--- src/rtl/ntt_ctrl_pkg.sv ---
// ntt_ctrl shared package: geometry constants, FSM states,
// fifo2 sizing and bit-reversal helpers.
package ntt_ctrl_pkg;

    localparam int NTT_STAGE_CNT       = 8;
    localparam int DATA_WIDTH          = 16;
    localparam int MUL_STAGE_CNT       = 6;
    localparam int MUL_STAGE_BITS      = 3;
    localparam int MAX_FIFO2_ADDR_BITS = 6;
    localparam int PW                  = NTT_STAGE_CNT - 1;

    typedef enum logic [1:0] {
        IDLE,
        FEED,
        DRAIN,
        DONE
    } state_t;

    // Reorder-FIFO depth of stage i (half-span vs multiplier latency).
    function automatic int fifo2_size(input int i);
        int hrs;
        hrs = 1 << (NTT_STAGE_CNT - i - 1);
        if (hrs > MUL_STAGE_CNT)
            return hrs - MUL_STAGE_CNT - 1;
        else
            return MUL_STAGE_CNT - hrs - 1;
    endfunction

    function automatic logic [PW-1:0] bitrev(input logic [PW-1:0] x);
        logic [PW-1:0] r;
        for (int b = 0; b < PW; b++)
            r[b] = x[PW-1-b];
        return r;
    endfunction

endpackage

--- src/rtl/ntt_ctrl_if.sv ---
// ntt_ctrl bus: command, source RAM, ntt pipe, destination RAM
// and FIFO address signals. master = controller side.
interface ntt_ctrl_if;
    import ntt_ctrl_pkg::*;

    logic                                       start;
    logic                                       busy;
    logic                                       done;
    logic                                       err;
    logic                                       src_rd_en;
    logic [PW-1:0]                              src_addr;
    logic [2*DATA_WIDTH-1:0]                    src_data;
    logic                                       ntt_in_en;
    logic [2*DATA_WIDTH-1:0]                    ntt_in;
    logic                                       ntt_out_en;
    logic [2*DATA_WIDTH-1:0]                    ntt_out;
    logic                                       dst_wr_en;
    logic [PW-1:0]                              dst_addr;
    logic [2*DATA_WIDTH-1:0]                    dst_data;
    logic [MUL_STAGE_BITS-1:0]                  fifom_addr;
    logic [NTT_STAGE_CNT*MAX_FIFO2_ADDR_BITS-1:0] fifo2_addr;

    modport master (
        input  start, src_data, ntt_out_en, ntt_out,
        output busy, done, err, src_rd_en, src_addr,
        output ntt_in_en, ntt_in, dst_wr_en, dst_addr,
        output dst_data, fifom_addr, fifo2_addr
    );

    modport slave (
        output start, src_data, ntt_out_en, ntt_out,
        input  busy, done, err, src_rd_en, src_addr,
        input  ntt_in_en, ntt_in, dst_wr_en, dst_addr,
        input  dst_data, fifom_addr, fifo2_addr
    );

endinterface

--- src/rtl/ntt_ctrl_mod_cnt.sv ---
// mod_cnt: wrapping counter 0..MOD-1 with sync clear and enable.
// Ports: clk, rst (async high), clr, en, q. MOD<=1 holds q at 0.
module mod_cnt #(
    parameter int MOD = 2,
    parameter int W   = 1
) (
    input  logic         clk,
    input  logic         rst,
    input  logic         clr,
    input  logic         en,
    output logic [W-1:0] q
);

    localparam logic [W-1:0] LAST =
        (MOD <= 1) ? '0 : W'(MOD - 1);

    always_ff @(posedge clk or posedge rst) begin
        if (rst)
            q <= '0;
        else if (clr)
            q <= '0;
        else if (en)
            q <= (q == LAST) ? '0 : q + 1'b1;
    end

endmodule

--- src/rtl/ntt_ctrl.sv ---
// ntt_ctrl: feeds one polynomial into ntt, collects results, drives
// FIFO address counters. Ports: clk, rst, bus (ntt_ctrl_if.master).
// Build option NTT_CTRL_BITREV_EN: store results in natural order.
module ntt_ctrl
    import ntt_ctrl_pkg::*;
#(
    parameter int RD_LAT = 1,
    parameter int PAIRS  = 1 << (NTT_STAGE_CNT - 1)
) (
    input  logic      clk,
    input  logic      rst,
    ntt_ctrl_if.master bus
);

    state_t             state;
    state_t             state_nxt;
    logic [PW-1:0]      src_cnt;
    logic [PW:0]        out_cnt;
    logic [PW:0]        out_cnt_nxt;
    logic [RD_LAT-1:0]  rd_pipe;
    logic               feed;
    logic               collect;
    logic               accept;
    logic               cnt_clr;
    logic               cnt_en;
    logic [PW-1:0]      wr_addr;
    logic [NTT_STAGE_CNT*MAX_FIFO2_ADDR_BITS-1:0] fifo2_v;

    assign feed    = (state == FEED);
    assign collect = feed || (state == DRAIN);
    // rst gating keeps strobes quiet while an abort is in progress
    assign accept  = bus.ntt_out_en && collect && !rst &&
                     (out_cnt != (PW+1)'(PAIRS));
    assign out_cnt_nxt = out_cnt + {{PW{1'b0}}, accept};

    always_comb begin
        state_nxt = state;
        unique case (state)
            IDLE:  if (bus.start) state_nxt = FEED;
            FEED:  if (src_cnt == PW'(PAIRS - 1)) state_nxt = DRAIN;
            // look at the next count so done follows the last output
            DRAIN: if (out_cnt_nxt == (PW+1)'(PAIRS)) state_nxt = DONE;
            DONE:  state_nxt = IDLE;
        endcase
    end

    always_ff @(posedge clk or posedge rst) begin
        if (rst) begin
            state   <= IDLE;
            src_cnt <= '0;
            out_cnt <= '0;
            rd_pipe <= '0;
        end else begin
            state   <= state_nxt;
            src_cnt <= feed ? src_cnt + 1'b1 : '0;
            out_cnt <= (state == IDLE) ? '0 : out_cnt_nxt;
            rd_pipe[0] <= feed;
            for (int i = 1; i < RD_LAT; i++)
                rd_pipe[i] <= rd_pipe[i-1];
        end
    end

`ifdef NTT_CTRL_BITREV_EN
    assign wr_addr = bitrev(out_cnt[PW-1:0]);
`else
    assign wr_addr = out_cnt[PW-1:0];
`endif

    assign bus.busy      = (state != IDLE);
    assign bus.done      = (state == DONE);
    assign bus.src_rd_en = feed;
    assign bus.src_addr  = src_cnt;
    assign bus.ntt_in_en = rd_pipe[RD_LAT-1];
    assign bus.ntt_in    = rd_pipe[RD_LAT-1] ? bus.src_data : '0;
    assign bus.dst_wr_en = accept;
    assign bus.dst_addr  = accept ? wr_addr : '0;
    assign bus.dst_data  = accept ? bus.ntt_out : '0;
    assign bus.err       = bus.ntt_out_en && !accept && !rst;

    // FIFO counters restart with each job and hold while idle
    assign cnt_clr = (state == IDLE) && bus.start;
    assign cnt_en  = (state != IDLE);

    mod_cnt #(
        .MOD (MUL_STAGE_CNT - 1),
        .W   (MUL_STAGE_BITS)
    ) u_fifom (
        .clk (clk),
        .rst (rst),
        .clr (cnt_clr),
        .en  (cnt_en),
        .q   (bus.fifom_addr)
    );

    for (genvar i = 0; i < NTT_STAGE_CNT; i++) begin : g_fifo2
        mod_cnt #(
            .MOD ((i == 0) ? 0 : fifo2_size(i)),
            .W   (MAX_FIFO2_ADDR_BITS)
        ) u_cnt (
            .clk (clk),
            .rst (rst),
            .clr (cnt_clr),
            .en  (cnt_en),
            .q   (fifo2_v[i*MAX_FIFO2_ADDR_BITS +: MAX_FIFO2_ADDR_BITS])
        );
    end

    assign bus.fifo2_addr = fifo2_v;

endmodule

--- src/flat_wrapper.sv ---
// flat-port wrapper written by rule: the top's interface ports become plain ports
module ntt_ctrl_flat import ntt_ctrl_pkg::*;
#(
    parameter int RD_LAT = 1,
    parameter int PAIRS  = 1 << (NTT_STAGE_CNT - 1)
)
  (clk, rst, bus_start, bus_src_data, bus_ntt_out_en, bus_ntt_out, bus_busy, bus_done, bus_err, bus_src_rd_en, bus_src_addr, bus_ntt_in_en, bus_ntt_in, bus_dst_wr_en, bus_dst_addr, bus_dst_data, bus_fifom_addr, bus_fifo2_addr);
  ntt_ctrl_if bus_i ();
  input  logic clk;
  input  logic rst;
  input wire logic [$bits(bus_i.start)-1:0] bus_start;
  input wire logic [$bits(bus_i.src_data)-1:0] bus_src_data;
  input wire logic [$bits(bus_i.ntt_out_en)-1:0] bus_ntt_out_en;
  input wire logic [$bits(bus_i.ntt_out)-1:0] bus_ntt_out;
  output wire logic [$bits(bus_i.busy)-1:0] bus_busy;
  output wire logic [$bits(bus_i.done)-1:0] bus_done;
  output wire logic [$bits(bus_i.err)-1:0] bus_err;
  output wire logic [$bits(bus_i.src_rd_en)-1:0] bus_src_rd_en;
  output wire logic [$bits(bus_i.src_addr)-1:0] bus_src_addr;
  output wire logic [$bits(bus_i.ntt_in_en)-1:0] bus_ntt_in_en;
  output wire logic [$bits(bus_i.ntt_in)-1:0] bus_ntt_in;
  output wire logic [$bits(bus_i.dst_wr_en)-1:0] bus_dst_wr_en;
  output wire logic [$bits(bus_i.dst_addr)-1:0] bus_dst_addr;
  output wire logic [$bits(bus_i.dst_data)-1:0] bus_dst_data;
  output wire logic [$bits(bus_i.fifom_addr)-1:0] bus_fifom_addr;
  output wire logic [$bits(bus_i.fifo2_addr)-1:0] bus_fifo2_addr;
  assign bus_i.start = bus_start;
  assign bus_i.src_data = bus_src_data;
  assign bus_i.ntt_out_en = bus_ntt_out_en;
  assign bus_i.ntt_out = bus_ntt_out;
  assign bus_busy = bus_i.busy;
  assign bus_done = bus_i.done;
  assign bus_err = bus_i.err;
  assign bus_src_rd_en = bus_i.src_rd_en;
  assign bus_src_addr = bus_i.src_addr;
  assign bus_ntt_in_en = bus_i.ntt_in_en;
  assign bus_ntt_in = bus_i.ntt_in;
  assign bus_dst_wr_en = bus_i.dst_wr_en;
  assign bus_dst_addr = bus_i.dst_addr;
  assign bus_dst_data = bus_i.dst_data;
  assign bus_fifom_addr = bus_i.fifom_addr;
  assign bus_fifo2_addr = bus_i.fifo2_addr;
  ntt_ctrl #(.RD_LAT(RD_LAT), .PAIRS(PAIRS)) u_core (.clk(clk), .rst(rst), .bus(bus_i));
endmodule
--- config.mk ---
export PLATFORM = sky130hd
export DESIGN_NAME = ntt_ctrl_flat
export DESIGN_NICKNAME = d
export VERILOG_FILES = /design/src/rtl/ntt_ctrl_pkg.sv /design/src/rtl/ntt_ctrl_if.sv /design/src/rtl/ntt_ctrl_mod_cnt.sv /design/src/rtl/ntt_ctrl.sv /design/src/flat_wrapper.sv
export SDC_FILE = /design/constraint.sdc
export NUM_CORES = 1
export LEC_CHECK = 0
export CAP_MARGIN = 20
export CELL_PAD_IN_SITES_DETAIL_PLACEMENT = 0
export CELL_PAD_IN_SITES_GLOBAL_PLACEMENT = 1
export CORE_AREA = 2 2 121 123
export CTS_BUF_LIST = sky130_fd_sc_hd__clkbuf_2
export CTS_CLUSTER_DIAMETER = 80
export DETAILED_ROUTE_END_ITERATION = 10
export DIE_AREA = 0 0 123 125
export PLACE_DENSITY_LB_ADDON = 0.1
export REMOVE_ABC_BUFFERS = 1
export SYNTH_ARGS = -nofsm -noshare
export SYNTH_HDL_FRONTEND = slang
export SYNTH_SLANG_ARGS = --single-unit
--- constraint.sdc ---
create_clock -name clk -period 3.7 [get_ports clk]
set_input_delay 0.37 -clock clk [delete_from_list [all_inputs] [get_ports clk]]
set_output_delay 0.37 -clock clk [all_outputs]
set_load 0.01 [all_outputs]
== Word level (Yosys, flattened, before mapping) ==
Index checks and enable logic that the tools add are counted.
Word-level totals
  bits in registers: 69
  input port bits: 68
  output and inout port bits: 135
  logic and storage cells: 91
Operators by class
  add/subtract/negate cells: 11
  eq/ne operators: 15
  muxes and demuxes: 36
  reductions and logical operators: 16
Operator list (number)
  6-bit two-way mux: 24
  32-bit two-way mux: 2
  6-bit by 1-bit adder with 6-bit output (second input constant): 8
  6-bit logical NOT: 3
  7-bit two-way mux: 2
  6-bit by 2-bit == test with 1-bit output (second input constant): 2
  3-bit two-way mux: 3
  8-bit by 1-bit adder with 8-bit output: 1
  8-bit == test (second input constant): 1
  8-bit two-way mux: 1
  8-bit != test (second input constant): 1
  2-bit case mux with 4 select lines: 1
  7-bit by 1-bit adder with 7-bit output (second input constant): 1
  7-bit == test (second input constant): 1
  6-bit by 4-bit == test with 1-bit output (second input constant): 1
  6-bit by 5-bit == test with 1-bit output (second input constant): 1
  6-bit == test (second input constant): 1
  1-bit logical AND: 6
  2-bit two-way mux: 3
  2-bit != test (second input constant): 3
  2-bit == test (second input constant): 2
  2-bit nonzero test: 2
  3-bit by 1-bit adder with 3-bit output (second input constant): 1
  3-bit == test (second input constant): 1
  other kinds (5): 6

== Longest topological paths before layout ==
Gate-level depths: netlist of the first run.
  depth after elaboration: 9
  gate-level depth with buffers: 12
  depth with buffers taken out: 10

== Modules after synthesis ==
A second synthesis of the first run with hierarchy kept.
Unflattened totals
  cells, all modules: 485
  area total of the unflattened synthesis: 4421.7 µm²
Modules (own cells, without submodules)
  ntt_ctrl: instances 1, cells an instance 181, area an instance 1516.5 µm², seq. area each 450.4 µm²
  mod_cnt (u_core.g_fifo2[0].u_cnt ...): instances 3, cells an instance 34, area an instance 335.3 µm², seq. area each 150.1 µm²
  mod_cnt (u_core.g_fifo2[1].u_cnt): instances 1, cells an instance 41, area an instance 379.1 µm², seq. area each 150.1 µm²
  mod_cnt (u_core.g_fifo2[2].u_cnt): instances 1, cells an instance 40, area an instance 360.3 µm², seq. area each 150.1 µm²
  mod_cnt (u_core.g_fifo2[3].u_cnt): instances 1, cells an instance 37, area an instance 346.6 µm², seq. area each 150.1 µm²
  mod_cnt (u_core.g_fifo2[6].u_cnt): instances 1, cells an instance 34, area an instance 332.8 µm², seq. area each 150.1 µm²
  mod_cnt (u_core.g_fifo2[7].u_cnt): instances 1, cells an instance 33, area an instance 310.3 µm², seq. area each 150.1 µm²
  mod_cnt (u_core.u_fifom): instances 1, cells an instance 17, area an instance 170.2 µm², seq. area each 75.1 µm²

== Worst setup path after synthesis of the first run ==
OpenSTA, ideal clock, no wires.
  path type: input -> register
  start: input port rst
  end: register u_core.state[1]
  library setup time: 0.135 ns
  arrival time: 3.856 ns
  required time: 3.565 ns
  slack: -0.291 ns
  stages on the path: 10
  buffers on the path: 1
  cells stage by stage: inv_1 > o2111a_1 > clkbuf_1 > ha_1 > ha_1 > and2_2 > a21oi_1 > o32ai_1 > o221a_2 > o211ai_1
On the way
  cells in the longest elaborated chain, start to end: 7
RTL lines
  start, declared: line flat_wrapper.sv:10  | input logic rst;
  1-bit logical NOT: line ntt_ctrl.sv:32  | assign accept = bus.ntt_out_en && collect && !rst &&
  1-bit logical AND (2 in series): line ntt_ctrl.sv:32
  named net bus_dst_wr_en: line flat_wrapper.sv:22  | output wire logic [$bits(bus_i.dst_wr_en)-1:0] bus_dst_wr_en;
  8-bit by 1-bit adder with 8-bit output: line ntt_ctrl.sv:34  | assign out_cnt_nxt = out_cnt + {{PW{1'b0}}, accept};
  8-bit == test: line ntt_ctrl.sv:42  | DRAIN: if (out_cnt_nxt == (PW+1)'(PAIRS)) state_nxt = DONE;
  2-bit != test (no line)
  3-bit AND reduction (no line)
  end signal, assigned: line ntt_ctrl.sv:54  | state <= state_nxt;
  end, declared: line ntt_ctrl.sv:15  | state_t state;
The timed path passes the listed nets, and every way through them passes these cells.
A chain may end at the register's enable or synchronous reset.

== Worst setup path after layout of the first run ==
  start: register u_core.state[1]
  end: output port bus_dst_addr[0]
On the way
  cells in the longest elaborated chain, start to end: 6
  elaborated cells between the ends (all ways): 7
RTL lines
  2-bit by 1-bit == test with 1-bit output / 2-bit == test (equally long branches): line ntt_ctrl.sv:29, ntt_ctrl.sv:30
  1-bit logical OR (*): line ntt_ctrl.sv:30  | assign collect = feed || (state == DRAIN);
  1-bit logical AND (*) (3 in series): line ntt_ctrl.sv:32
  7-bit two-way mux (*): line ntt_ctrl.sv:76  | assign bus.dst_addr = accept ? wr_addr : '0;
  end, declared: line flat_wrapper.sv:23  | output wire logic [$bits(bus_i.dst_addr)-1:0] bus_dst_addr;
Mark *: on every way between the ends. The rest lies on a longest branch, timed or not.

==> metrics.txt, run 1 <==
vias in the first global route 3738; post-synthesis compound-gate area fraction between 10% and 20%; DRC 0; root buf cell clkbuf_2; post-route cell area ~6500 um^2; Critical Path RT about 3.3 ns; pin count of the biggest net entering global routing 70; Slew headroom 40.0%; Starting Density around 29%; Worst path slowest cell clkdlybuf4s50_1; simple-gate area share of the yosys netlist around 27%; Final HPWL DP 8.66 mm; n_diodes 0; GR Overflow Total 0; share of cells above drive strength 1 4.63%; vias per std cell 4.68; final setup fails 0; worst-path fanout max 41; antenna violations before repair 0; Core Area roughly 14000 um^2; Final Hold Fails 0; Post-CTS Resized 0; Hold Buf Count CTS 0; met3 GRT Util 4.01%; worst slew pin tran between 0.8 and 0.9 ns; PD cells 586 nW/um^2; r2r endpoint u_core.state[0]$_DFFE_PP0P_; drt pass-1 iters 4; total power roughly 0.0038 W; Skew-Pair Late Insertion Delay 0.52 ns; Cell Area, Synth 4110 um^2; Max Cap Viol 0; Final period util 85.2%; Yosys cell types 42; Final #Nets between 700 and 800; Worst setup SP type flip-flop; Synth area leaders dfrtp_1 42%, and2_1 11%, ha_1 7.9%, o21ai_0 6.5%, nand2_1 3.7%; Ys Warns 0; Worst Setup End Kind primary output; GRT Total Usage between 10% and 20%; Post-synth EDFFs 0; initial detailed-routing violation count 180; Synth Instances ~460; CTS tree yes; Top Ports ~200; Crit Path Class reg2out; unrepaired setup endpoints after global routing no; number of routed nets with antenna violations 0; H-tree depth 3; Post-CTS Setup Inserts 0; DR vias approximately 4.0k; Final Slew Violations 0; Die X roughly 120 um; per-cell routed wire length 13.8 um; async set-reset flop share out of synthesis 100%; TNS Setup 0 ns; clock buffer depth 2; Die H 125 um; cts bufs inserted 9; final setup margin approximately 0.55 ns; worst endpoint data arrival time roughly 2.8 ns; Worst IR Drop VDD 314 uV; Seq cells post-synth slightly below 70; GRT met2 Usage 25.0%; Adder-Cell Fraction of Synth Area a little under 8%; Area growth syn-to-layout 57.5%; busiest grt layer met2; largest family of logic cells by synthesized area simple AND/OR/NAND/NOR gates; critical path's top delay family buffers and inverters; first-pass GRT wire length 19.0 mm; Final Skew 0.0301 ns; Buffers on Ports between 200 and 250; row cnt 44; Avg Synthesized Cell Area approximately 9 um^2; post-synthesis xor/xnor area fraction 4.26%; fmax 317 MHz; most used cell, CP ha_1; post-synth top area share 42.0%; Most used DFF post-synth dfrtp_1; DP Worst Slack 0.829 ns; status complete, no violations; met1 GRT Util 20.1%; slowest stage delay, CP 0.59 ns; post-synthesis mux area share 0.243%; area leader, netlist dfrtp_1; Reg2Reg Depth 10; hold crit path type in2async; CP bufs+invs 3; post-layout minimum cycle time 3.15 ns; die area roughly 15000 um^2; post-placement cell area 6340 um^2; Leakage 2.66 nW; CTS clk-pin slew, worst paths 0.22 ns; GP Congestion 0.761; post-synthesis sequential area ratio 42.0%; CTS sink count 69; setup slack, reg-to-reg 0.81 ns; WL final roughly 12 mm; CP Cell Sequence inv_1 -> ha_1 -> o2111a_1 -> buf_4 -> ha_1 -> clkdlybuf4s50_1; R2R Path Start u_core.out_cnt[5]$_DFF_PP0_
## state kept, by name, indices dropped and copies added, names as in the netlist
register,cells
u_core.bus.ntt_in_en,1
u_core.bus.src_addr,7
u_core.g_fifo2.u_cnt.q,48
u_core.out_cnt,8
u_core.state,2
u_core.u_fifom.q,3
## layout by cell type, fill, tap and decap left out, types with 2 or more instances in the layout
cell type	instances
inv_1	22
buf_4	5
a31oi_1	6
a22o_1	5
clkinv_1	2
dfrtp_1	69
bufinv_16	2
nor2_1	31
and2_1	71
a21oi_1	3
xor2_1	11
clkinv_2	2
nand2_1	41
clkbuf_2	9
a31o_2	3
nand4_1	2
nor3b_1	2
o2bb2ai_1	4
ha_1	26
or4b_2	2
clkdlybuf4s50_1	202
and3_1	6
nor3_1	6
nand3_1	27
o41ai_1	3
nand2b_1	9
o21ai_0	53
xnor2_1	9
nor2b_1	7
o31ai_1	10
## power by group
part           total, W  switching, W  internal [W]
Sequential      0.00126      0.000299      0.000958
Clock          0.000505      0.000285      0.000220
Combinational   0.00203      0.000957       0.00108
## logic make-up after synthesis
logic type               after synthesis
AO/OA/AOI/OAI                         94
AND/OR/NAND/NOR                      212
multiplexers                           1
adder cells (fa/ha/maj)               26
buffers and inverters                 41
flip-flops                            69
XOR/XNOR                              20
## per-layer routing
layer | vias to the layer above | wire (um) | share of wire, %
met2 | 130 | 5510 | 47
li1 | 1977 | - | -
met5 | - | 0 | 0
met3 | 10 | 950 | 8.1
met1 | 1875 | 5170 | 44
met4 | 0 | 120 | 1.0
## per-stage QoR
stage,utilization (%),hold WS [ns],cells
after CTS,45.6,0.443,853
after global routing,45.6,0.486,853
final,45.6,0.471,853
after floorplan,-,0.452,446
after detailed placement,44.7,0.477,837
after global placement,44.7,0.484,837
## synthesized netlist by cell type (3+ instances only)
cell	n
and2_1	71
dfrtp_1	69
o21ai_0	53
nand2_1	41
nor2_1	32
nand3_1	27
ha_1	26
inv_1	23
clkbuf_1	15
xor2_1	11
o31ai_1	10
nand2b_1	9
xnor2_1	9
nor2b_1	7
a31oi_1	6
and3_1	6
nor3_1	6
a22o_1	5
o2bb2ai_1	4
a21oi_1	3
a31o_2	3
o41ai_1	3
## worst register-to-register path, cell delays in order, from the launching register on
cell	delay [ns]
dfrtp_1	0.49
nor3b_1	0.32
nand2_1	0.10
o2111a_1	0.26
ha_1	0.18
ha_1	0.26
or3b_1	0.39
a211o_1	0.30
a211oi_2	0.28
nand2_1	0.09
a31oi_1	0.17
## worst max-delay path by stage
stage / start / to / slack (ns) / cells after the start
floorplan: rst / u_core.state[1]$_DFFE_PP0P_ / -0.47 / 9
global placement: u_core.out_cnt[3]$_DFF_PP0_ / u_core.state[0]$_DFFE_PP0P_ / 0.88 / 10
detailed placement: u_core.out_cnt[5]$_DFF_PP0_ / u_core.state[0]$_DFFE_PP0P_ / 0.83 / 10
CTS: u_core.state[0]$_DFFE_PP0P_ / bus_dst_addr[0] / 0.43 / 6
global route: u_core.state[1]$_DFFE_PP0P_ / bus_dst_addr[0] / 0.32 / 6
finish: u_core.state[1]$_DFFE_PP0P_ / bus_dst_addr[0] / 0.55 / 6
## area by class of cell
cell class	count	area (um^2)
Sequential cell	69	1730
Clock buffer	9	45.0
Clock inverter	7	90.1
Multi-Input combinational cell	353	2240
Timing Repair Buffer	207	2060
Tap cell	184	230
Fill cell	1387	7730
Inverter	24	90.1
(Power assumes the default switching activity.)
==> run 2, diff against run 1 <==
--- a/config.mk
+++ b/config.mk
@@ -14,6 +14,7 @@
 export DETAILED_ROUTE_END_ITERATION = 10
 export DIE_AREA = 0 0 123 125
 export PLACE_DENSITY_LB_ADDON = 0.1
+export RECOVER_POWER = 50
 export REMOVE_ABC_BUFFERS = 1
 export SYNTH_ARGS = -nofsm -noshare
 export SYNTH_HDL_FRONTEND = slang
==> metrics.txt, run 2 (synthesis results as in run 1) <==
Top Ports 203; Worst Hold Slack 0.488 ns; GRT met2 Usage between 20% and 30%; Crit Path Class reg2out; most used cell, CP ha_1; met3 GRT Util under 10%; Top reg by flops u_core.g_fifo2.u_cnt.q; PD cells 576 nW/um^2; Skew-Pair Late Insertion Delay 0.52 ns; Core Area ~14000 um^2; Worst setup SP type flip-flop; fmax 318 MHz; initial detailed-routing violation count 136; register area 1730 um^2; busiest grt layer met2; number of routed nets with antenna violations 0; antenna violations before repair 0; Die H 125 um; row cnt 44; max FFs per register 48; first-pass GRT wire length 19.0 mm; Buffers on Ports 202; vias in the first global route roughly 3.7k; most common cell after layout, fill and taps aside clkdlybuf4s50_1; Post-CTS Setup Inserts 0; Worst IR Drop VDD 308 uV; final setup fails 0; GRT Total Usage 15.4%; status complete, but fails checks; Starting Density between 20% and 30%; Worst path slowest cell clkdlybuf4s50_1; worst endpoint data arrival time roughly 2.8 ns; DR vias 3999; die area 15400 um^2; CTS tree yes; unrepaired setup endpoints after global routing no; Die X 123 um; footprint of the multi-input gates 2230 um^2; slowest stage delay, CP 0.59 ns; H-tree depth 3; Hold Buf Count CTS 0; Final HPWL DP 8.66 mm; Post-CTS Resized 0; CP Cell Sequence inv_1 -> ha_1 -> o2111a_1 -> buf_4 -> ha_1 -> clkdlybuf4s50_1; per-cell routed wire length 13.7 um; cts bufs inserted 9; GP Congestion around 0.76; Leakage 2.78 nW; hold crit path type reg2reg; most frequent cells in the layout 151 x clkdlybuf4s50_1, 70 x and2_1, 69 x dfrtp_1; met1 GRT Util 20.1%; CTS sink count 69; post-layout minimum cycle time 3.14 ns; worst-path fanout max 41; clock buffer depth 2; vias per std cell about 4.7; total power 0.00372 W; Final Slew Violations 70; Critical Path RT 3.33 ns; DRC 0; failing checks max-capacitance violations, max-slew violations; root buf cell clkbuf_2; n_diodes 0; Final #Nets around 760; Final Hold Fails 0; CTS clk-pin slew, worst paths 0.20 ns; Final period util 84.9%; WL final 11.7 mm; Max Cap Viol 1; pin count of the biggest net entering global routing 70; fillcell total 1392; GR Overflow Total 0; Worst Setup End Kind primary output; Slew headroom -14.7%; drt pass-1 iters 4; worst slew pin tran 1.72 ns; share of cells above drive strength 1 4.19%; Final Skew 0.0288 ns; Area growth syn-to-layout 57.2%
-- run 2: cell type report --
cell class / count / area share, %
tap: 184 / 3.56
clock inverter: 7 / 1.39
inverter: 24 / 1.39
timing repair buffer: 207 / 31.8
clock buffer: 9 / 0.697
multi-input combinational: 353 / 34.5
sequential: 69 / 26.7
-- run 2: stage by stage --
stage	utilization, %	instances	instance area (um^2)	setup TNS (ns)	setup slack, ns
finish	45.5	853	6460	0	0.557
global route	45.5	853	6460	0	0.314
detailed placement	44.7	837	6340	0	0.829
CTS	45.6	853	6480	0	0.432
floorplan	-	446	4050	-1.18	-0.473
global placement	44.7	837	6340	0	0.878
-- run 2: worst paths after layout --
| check | to | start | slack, ns | depth (start not counted) |
|---|---|---|---|---|
| max in group asynchronous | u_core.g_fifo2[4].u_cnt.q[3]$_DFFE_PP0P_ | rst | 1.77 | 3 |
| worst min register to register | u_core.bus.src_addr[0]$_DFF_PP0_ | u_core.bus.src_addr[0]$_DFF_PP0_ | 0.49 | 1 |
| min in group asynchronous | u_core.g_fifo2[0].u_cnt.q[1]$_DFFE_PP0P_ | rst | 0.92 | 3 |
| worst max register to register | u_core.g_fifo2[6].u_cnt.q[3]$_DFFE_PP0P_ | u_core.state[0]$_DFFE_PP0P_ | 0.65 | 7 |
| worst max-delay path | bus_dst_addr[0] | u_core.state[1]$_DFFE_PP0P_ | 0.56 | 6 |
| worst min-delay path | u_core.bus.src_addr[0]$_DFF_PP0_ | u_core.bus.src_addr[0]$_DFF_PP0_ | 0.49 | 1 |
-- run 2: per-layer routing --
metal  share of wire, %  vias up
met3                8.0       10
met5                  0        -
li1                   -     1974
met2                 47      126
met4                1.0        0
met1                 44     1889
-- run 2: power breakdown --
| part | leakage [nW] | internal (W) | switching, W | total, W |
|---|---|---|---|---|
| combinational | 1.79 | 0.00102 | 0.000954 | 0.00197 |
| sequential | 0.919 | 0.000958 | 0.000290 | 0.00125 |
| clock | 0.0793 | 0.000220 | 0.000282 | 0.000502 |
| total | 2.78 | 0.00219 | 0.00153 | 0.00372 |
-- run 2: worst max-delay path, delay by kind of cell (launching register included) --
kind,cells,cell delay (ns)
buffers and inverters,3,0.99
DFF,1,0.44
adders and majority gates,2,0.61
AOI/OAI and AO/OA,1,0.22
==> run 3, diff against run 2 <==
==> constraint.sdc (replaced) <==
create_clock -name clk -period 3.2 [get_ports clk]
set_input_delay 0.32 -clock clk [delete_from_list [all_inputs] [get_ports clk]]
set_output_delay 0.32 -clock clk [all_outputs]
set_load 0.01 [all_outputs]
==> metrics.txt, run 3 (synthesis results as in run 1) <==
status complete, but fails checks; failing checks max-capacitance violations, max-slew violations; Final #Nets approximately 760; Final Slew Violations 70; Post-CTS Setup Inserts 0; n_diodes 0; footprint of the multi-input gates 2230 um^2; DRC 0; Critical Path RT 3.66 ns; Die H 125 um; fillcell total 1412; Core Area 14200 um^2; max FFs per register 48; per-cell routed wire length 14.0 um; Final Skew 0.0272 ns; Worst setup SP type flip-flop; WL final 11.9 mm; cts bufs inserted 9; GRT Total Usage 15.5%; worst endpoint data arrival time ~3.4 ns; R2R Path Start u_core.out_cnt[3]$_DFF_PP0_; Area growth syn-to-layout 56.5%; final core occ 45.3%; Reg2Reg Depth 10; Final period util 91.5%; post-placement cell area 6350 um^2; initial detailed-routing violation count 130; drt pass-1 iters 4; most frequent cells in the layout 155 x clkdlybuf4s50_1, 71 x and2_1, 69 x dfrtp_1; die area approximately 15000 um^2; post-layout minimum cycle time 2.93 ns; Finished Layout Cells approximately 850; hold crit path type in2reg; r2r endpoint u_core.state[1]$_DFFE_PP0P_; share of cells above drive strength 1 3.74%; Buffers on Ports 202; Worst Setup End Kind flip-flop; Slew headroom -19.4%; hold_sp bus_start; DR vias 3947; Crit Path Class reg2reg; Worst Hold Slack ~0.5 ns; unrepaired setup endpoints after global routing no; Hold Buf Count CTS 0; root buf cell clkbuf_2; clock buffer depth 2; final setup fails 0; TNS Setup 0 ns; number of routed nets with antenna violations 0; Leakage 2.80 nW; pin count of the biggest net entering global routing 70; Top reg by flops u_core.g_fifo2.u_cnt.q; setup slack, reg-to-reg between 0.2 and 0.3 ns; antenna violations before repair 0; CTS clk-pin slew, worst paths 0.18 ns; worst-path fanout max 7; CTS tree yes; row cnt 44; Skew-Pair Late Insertion Delay 0.54 ns; fmax 342 MHz; GP Congestion 0.753; post-placement cell count between 800 and 900; CTS sink count 69; vias per std cell about 4.6; Final HPWL DP between 8 and 9 mm; most common cell after layout, fill and taps aside clkdlybuf4s50_1; Final Hold Fails 0; Top Ports 203; H-tree depth 3; critical path capture point u_core.state[1]$_DFFE_PP0P_; Crit. Startpoint u_core.out_cnt[3]$_DFF_PP0_; vias in the first global route 3753; register area between 1500 and 2000 um^2; first-pass GRT wire length 19.0 mm; Max Cap Viol 1; Starting Density 28.9%; PD cells 656 nW/um^2; Die X 123 um; GR Overflow Total 0; Worst IR Drop VDD 350 uV; post-route cell area 6430 um^2; worst slew pin tran between 1.5 and 2 ns
-- run 3: how the worst min path moves through the flow --
stage / depth (start not counted) / end
after CTS: 3 / u_core.bus.src_addr[5]$_DFF_PP0_
after floorplan: 1 / u_core.g_fifo2[2].u_cnt.q[1]$_DFFE_PP0P_
after global routing: 2 / u_core.g_fifo2[3].u_cnt.q[1]$_DFFE_PP0P_
final: 2 / u_core.g_fifo2[4].u_cnt.q[1]$_DFFE_PP0P_
after global placement: 1 / u_core.bus.src_addr[0]$_DFF_PP0_
after detailed placement: 1 / u_core.bus.src_addr[0]$_DFF_PP0_
-- run 3: layout make-up --
| cell class | instances | share of cell area, % |
|---|---|---|
| clock buffers | 11 | 0.856 |
| clock inverters | 3 | 0.603 |
| inverters | 24 | 1.40 |
| multi-input cells | 353 | 34.6 |
| flip-flops and latches | 69 | 26.8 |
| well taps | 184 | 3.58 |
| repair buffers | 208 | 32.1 |
-- run 3: stage by stage --
step                setup slack, ns  total power [W]
global placement              0.374          0.00382
CTS                          0.0492          0.00438
floorplan                    -0.923          0.00262
detailed placement            0.333          0.00387
global route                 0.0704          0.00462
finish                        0.273          0.00422
-- run 3: timing repair --
action / 4_1_cts / 5_1_grt
pin swaps: 0 / 0
resized for setup: 1 / 4
setup endpoints to repair: 1 / 2
-- run 3: per-layer routing --
metal  vias up  track usage [%]  part of all wire [%]
met1      1823             20.1                    45
met2       128             24.8                    45
met4         0             4.01                   1.1
li1       1984                -                     -
met5         -                0                     0
met3        12             5.06                   8.5
-- run 3: worst max-delay path: stages, from the launching register on --
cell and delay (ns):
dfrtp_1 0.50, nor4_1 0.29, nand2_1 0.10, o2111a_1 0.28, ha_1 0.19, ha_1 0.26
or3b_1 0.39, a211o_1 0.31, a211oi_2 0.29, nand4_1 0.13, o211ai_1 0.11
-- run 3: where the power goes --
part,switching [W],internal (W)
Clock,0.000307,0.000175
Combinational,0.00110,0.00119
Sequential,0.000342,0.00111
Total,0.00175,0.00247
